==> src/rtl/vga_sync_gen_if.sv <==
`default_nettype none
// ============================================================================
// vga_sync_gen_if : video timing bundle (syncs, coordinates, active qualifier)
// Revision: 1.0
// ============================================================================
interface vga_sync_gen_if;
    logic       hsync;
    logic       vsync;
    logic [9:0] x_px;
    logic [9:0] y_px;
    logic       activevideo;

    modport master (
        output hsync,
        output vsync,
        output x_px,
        output y_px,
        output activevideo
    );

    modport slave (
        input hsync,
        input vsync,
        input x_px,
        input y_px,
        input activevideo
    );
endinterface
`default_nettype wire

==> src/rtl/vga_sync_gen.sv <==
`default_nettype none
// ============================================================================
// vga_sync_gen : free-running VGA timing generator, 640x480 @ 72 Hz default
// Revision: 1.0
// ============================================================================
module vga_sync_gen #(
    parameter int unsigned H_ACTIVE  = 640,
    parameter int unsigned H_FP      = 24,
    parameter int unsigned H_SYNC    = 40,
    parameter int unsigned H_BP      = 128,
    parameter int unsigned V_ACTIVE  = 480,
    parameter int unsigned V_FP      = 9,
    parameter int unsigned V_SYNC    = 3,
    parameter int unsigned V_BP      = 28,
    parameter bit          HSYNC_POL = 1'b0,
    parameter bit          VSYNC_POL = 1'b0
) (
    input  wire logic           px_clk,
    input  wire logic           reset,
    vga_sync_gen_if.master      vid
);

    localparam int unsigned H_TOTAL = H_ACTIVE + H_FP + H_SYNC + H_BP;
    localparam int unsigned V_TOTAL = V_ACTIVE + V_FP + V_SYNC + V_BP;

    localparam logic [9:0] c_H_LAST    = 10'(H_TOTAL - 1);
    localparam logic [9:0] c_V_LAST    = 10'(V_TOTAL - 1);
    localparam logic [9:0] c_H_ACTIVE  = 10'(H_ACTIVE);
    localparam logic [9:0] c_V_ACTIVE  = 10'(V_ACTIVE);
    localparam logic [9:0] c_HS_START  = 10'(H_ACTIVE + H_FP);
    localparam logic [9:0] c_HS_END    = 10'(H_ACTIVE + H_FP + H_SYNC - 1);
    localparam logic [9:0] c_VS_START  = 10'(V_ACTIVE + V_FP);
    localparam logic [9:0] c_VS_END    = 10'(V_ACTIVE + V_FP + V_SYNC - 1);

    logic [9:0] hc_q, hc_d;
    logic [9:0] vc_q, vc_d;
    logic       w_hs_on;
    logic       w_vs_on;

    // The vertical counter only advances on the edge where the line wraps.
    always_comb begin
        hc_d = hc_q + 10'd1;
        vc_d = vc_q;
        if (hc_q == c_H_LAST) begin
            hc_d = 10'd0;
            vc_d = (vc_q == c_V_LAST) ? 10'd0 : vc_q + 10'd1;
        end
    end

    always_ff @(posedge px_clk or negedge reset) begin
        if (!reset) begin
            hc_q <= 10'd0;
            vc_q <= 10'd0;
        end else begin
            hc_q <= hc_d;
            vc_q <= vc_d;
        end
    end

    assign w_hs_on = (hc_q >= c_HS_START) && (hc_q <= c_HS_END);
    assign w_vs_on = (vc_q >= c_VS_START) && (vc_q <= c_VS_END);

    assign vid.x_px        = hc_q;
    assign vid.y_px        = vc_q;
    assign vid.activevideo = (hc_q < c_H_ACTIVE) && (vc_q < c_V_ACTIVE);
    assign vid.hsync       = w_hs_on ? HSYNC_POL : ~HSYNC_POL;
    assign vid.vsync       = w_vs_on ? VSYNC_POL : ~VSYNC_POL;

endmodule
`default_nettype wire

==> src/flat_wrapper.sv <==
// flat-port wrapper written by rule: the top's interface ports become plain ports
module vga_sync_gen_flat 
#(
    parameter int unsigned H_ACTIVE  = 640,
    parameter int unsigned H_FP      = 24,
    parameter int unsigned H_SYNC    = 40,
    parameter int unsigned H_BP      = 128,
    parameter int unsigned V_ACTIVE  = 480,
    parameter int unsigned V_FP      = 9,
    parameter int unsigned V_SYNC    = 3,
    parameter int unsigned V_BP      = 28,
    parameter bit          HSYNC_POL = 1'b0,
    parameter bit          VSYNC_POL = 1'b0
)
  (px_clk, reset, vid_hsync, vid_vsync, vid_x_px, vid_y_px, vid_activevideo);
  vga_sync_gen_if vid_i ();
  input  wire logic px_clk;
  input  wire logic reset;
  output wire logic [$bits(vid_i.hsync)-1:0] vid_hsync;
  output wire logic [$bits(vid_i.vsync)-1:0] vid_vsync;
  output wire logic [$bits(vid_i.x_px)-1:0] vid_x_px;
  output wire logic [$bits(vid_i.y_px)-1:0] vid_y_px;
  output wire logic [$bits(vid_i.activevideo)-1:0] vid_activevideo;
  assign vid_hsync = vid_i.hsync;
  assign vid_vsync = vid_i.vsync;
  assign vid_x_px = vid_i.x_px;
  assign vid_y_px = vid_i.y_px;
  assign vid_activevideo = vid_i.activevideo;
  vga_sync_gen #(.H_ACTIVE(H_ACTIVE), .H_FP(H_FP), .H_SYNC(H_SYNC), .H_BP(H_BP), .V_ACTIVE(V_ACTIVE), .V_FP(V_FP), .V_SYNC(V_SYNC), .V_BP(V_BP), .HSYNC_POL(HSYNC_POL), .VSYNC_POL(VSYNC_POL)) u_core (.px_clk(px_clk), .reset(reset), .vid(vid_i));
endmodule
==> config.mk <==
export PLATFORM = sky130hd
export DESIGN_NAME = vga_sync_gen_flat
export DESIGN_NICKNAME = d
export VERILOG_FILES = /design/src/rtl/vga_sync_gen_if.sv /design/src/rtl/vga_sync_gen.sv /design/src/flat_wrapper.sv
export SDC_FILE = /design/constraint.sdc
export NUM_CORES = 1
export LEC_CHECK = 0
export CORE_UTILIZATION = 44
export CTS_CLUSTER_SIZE = 25
export DETAILED_ROUTE_END_ITERATION = 8
export PLACE_DENSITY = 0.74
export SETUP_SLACK_MARGIN = 0.5
export SLEW_MARGIN = 20
export SYNTH_ARGS = -nofsm -noshare
export SYNTH_HDL_FRONTEND = slang
export SYNTH_SLANG_ARGS = --single-unit
export TNS_END_PERCENT = 10
==> constraint.sdc <==
create_clock -name px_clk -period 1.6 [get_ports px_clk]
set_input_delay 0.4 -clock px_clk [delete_from_list [all_inputs] [get_ports px_clk]]
set_output_delay 0.4 -clock px_clk [all_outputs]
set_load 0.005 [all_outputs]
==> impl_metrics.tcl <==
set metrics [dict create \
    cts_tree "built" \
    ios 25 \
    synth-simple-area-share 0.2668 \
    status "finished, violations left" \
    p_per_area_nw_per_um2 426.2 \
    dp_hpwl_um 1920 \
    wl_per_cell_um 15.04 \
    cp-end-kind "output pin" \
    ys_warn_count 0 \
    hold_violations 0 \
    maxSlewViolCount 0 \
    grt_pass1_vias 967 \
    rrSetupSlack_ps -140 \
    drc_errors 0 \
    synth_top_family_by_area "simple AND/OR/NAND/NOR gates" \
    clockBufferDepth 2 \
    htreeDepth 1 \
    wl_um 2827 \
    cap_violations 0 \
    finalSetupViolCount 13 \
    die_w_um 51.51 \
    grt_antenna_before_repair 0 \
    synth_ff_type "dfrtp_1" \
    max_slew_margin 0.7245 \
    drt_first_pass_iters 4 \
    synth_fa_ha_area_frac 0.04640 \
    nNetsFinal 168 \
    muxShareOfSynthArea 0.01972 \
    via_per_inst 5.335 \
    synthesis.area_sq_um 1079 \
    synth_nets 106 \
    async_flop_share 1.000 \
    worst_pin_slew_ps 407.6 \
    vdd_ir_drop_max_mv 0.4363 \
    synthXorXnorAreaFrac 0.08933 \
    regToRegEndpoint "u_core.vid.y_px[3]" \
    rows 17 \
    crit_arrival_ps 1420 \
    path_class "flop to output pin" \
    synth_edf_count 0 \
    die_h_um 51.51 \
    grt_util_met3 0.03801 \
    cp_max_fo 2 \
    crit_path_start_kind "flop" \
    max_clock_freq_ghz 0.5499 \
    grt_overflow 0 \
    drt_iter0_markers 11 \
    dieArea_sq_um 2653 \
    grt_pass1_wl_um 4388 \
    final_core_util 0.7952 \
    finalSetupTns_ps -1324 \
    total_power_mw 0.7642 \
    final.min_clock_period_ps 1819 \
    gp_congestion 0.8015 \
    area_growth_pct 66.24 \
    post-route-period-util 1.137 \
    port_buffers 24 \
    worst_slack_ps -218.6 \
    root_buffer "clkbuf_4" \
    cts_buffers 3 \
    path_clk_slew_ps 110 \
    yosysSeqAreaShare 0.4640 \
    setup.worst_path.start "u_core.vid.x_px[6]" \
    fin_skew_ps 9.975 \
    synth_cell_types 35 \
    ys_ff_latch 20 \
    grt_setup_unrepaired "true" \
    coreArea_sq_um 2255 \
    diodes 0 \
    leakagePower_nw 0.8100 \
    track_usage 0.2245 \
    synth-compound-area-share 0.08237 \
    clkSinkCount 20 \
    worst_ep_required_time_ps 1200 \
    violations "setup timing" \
    busiest_layer "met2" \
    insertion_delay_ps 310 \
    grt_max_degree 21 \
    met1_usage 0.2938 \
    route.antenna.remaining_nets 0 \
    initial_core_util 0.4784 \
    ctsHoldBuffers 0 \
    syn_avg_cell_area_sq_um 10.79 \
    synth_cells 100 \
    r2r_cells 6 \
    routed-via-count 1003 \
    worstHoldPathType "input pin to asynchronous set/reset pin" \
    r2r-start "u_core.vid.x_px[7]" \
    grtUsageMet2 0.3745 \
    drive_gt1_frac 0.5313 \
]
## state kept, by name, summed over array words and instances, names as in the netlist
name and cells:
u_core.vid.x_px 10, u_core.vid.y_px 10
## area by class of cell
class / count / area (sq um)
multi-input combinational: 73 / 630.6
tap: 28 / 35.03
timing repair buffer: 58 / 579.3
clock buffer: 3 / 22.52
sequential: 20 / 503.0
inverter: 6 / 22.52
fill: 140 / 461.7
## report_power, final
part	switching [mW]	internal, mW	leakage (nW)	total, mW
Clock	0.157	0.0882	0.0138	0.245
Combinational	0.0100	0.00375	0.534	0.0138
Sequential	0	0.505	0.262	0.505
## repair_timing
item,4_1_cts,5_1_grt
resized for setup,95,28
endpoints found under the setup margin,41,41
pin swaps,7,11
setup buffers,0,3
endpoints found under the hold margin,0,0
## cell usage after synthesis (2+ instances only)
cell,n,area (sq um)
a311oi_1,2,17.52
xnor2_1,9,78.83
nor2_1,7,26.28
nand2b_1,2,12.51
a21oi_1,3,15.01
nand2_1,6,22.52
a31oi_1,2,12.51
inv_1,6,22.52
ha_1,4,50.05
xor2_1,2,17.52
o21ai_0,3,15.01
nand4_1,5,31.28
nand3_1,5,25.02
nor3_1,2,10.01
and3_2,3,22.52
dfrtp_1,20,500.5
## kinds of logic after synthesis
family	count (synthesis)
mux	2
fa+ha+maj	4
xor+xnor	11
buf+inv	7
simple gates	43
flops	20
compound gates	13
## cell usage in the layout (no fill, tap or decap), drive strengths merged, types with 2 or more instances in the layout
cell / count
inv: 6
and3: 4
nand2: 6
ha: 4
a311oi: 2
xor2: 2
nor3: 2
clkbuf: 4
nor2: 7
a21oi: 4
o21ai: 3
dfrtp: 20
buf: 51
a31oi: 2
xnor2: 9
nand4: 6
nand2b: 2
nand3: 6
dlygate4sd2: 2
clkdlybuf4s15: 2
and2: 2
clkdlybuf4s50: 2
## through the flow
stage	setup WS, ps	instances	area, sq um	hold slack, ps
6_report	-218.6	188	1793	414.9
4_1_cts	-218.5	185	1719	435.5
5_1_grt	-271.6	188	1793	445.0
2_1_floorplan	116.1	100	1099	104.4
3_3_place_gp	-195.9	182	1608	552.2
3_5_place_dp	-220.8	182	1608	563.6
## worst max-delay path by stage
stage / slack, ps / endpoint / depth (start not counted)
after floorplan: 120 / u_core.vid.y_px[3] / 5
after global placement: -200 / vid_hsync / 3
after detailed placement: -220 / vid_hsync / 3
after CTS: -220 / vid_hsync / 3
after global routing: -270 / u_core.vid.y_px[9] / 5
final: -220 / vid_hsync / 3
## routing by layer
layer,part of all wire,vias to the layer above
li1,-,483
met2,0.50,19
met4,0.030,0
met5,0,-
met3,0.033,9
met1,0.44,492
## worst max-delay path, cell delays in order, from the launching register on
cell and delay [ps]:
dfrtp_1 390, nand2b_4 140, or4_1 450, buf_2 140
Note: power is estimated with default switching activity, not from simulation.
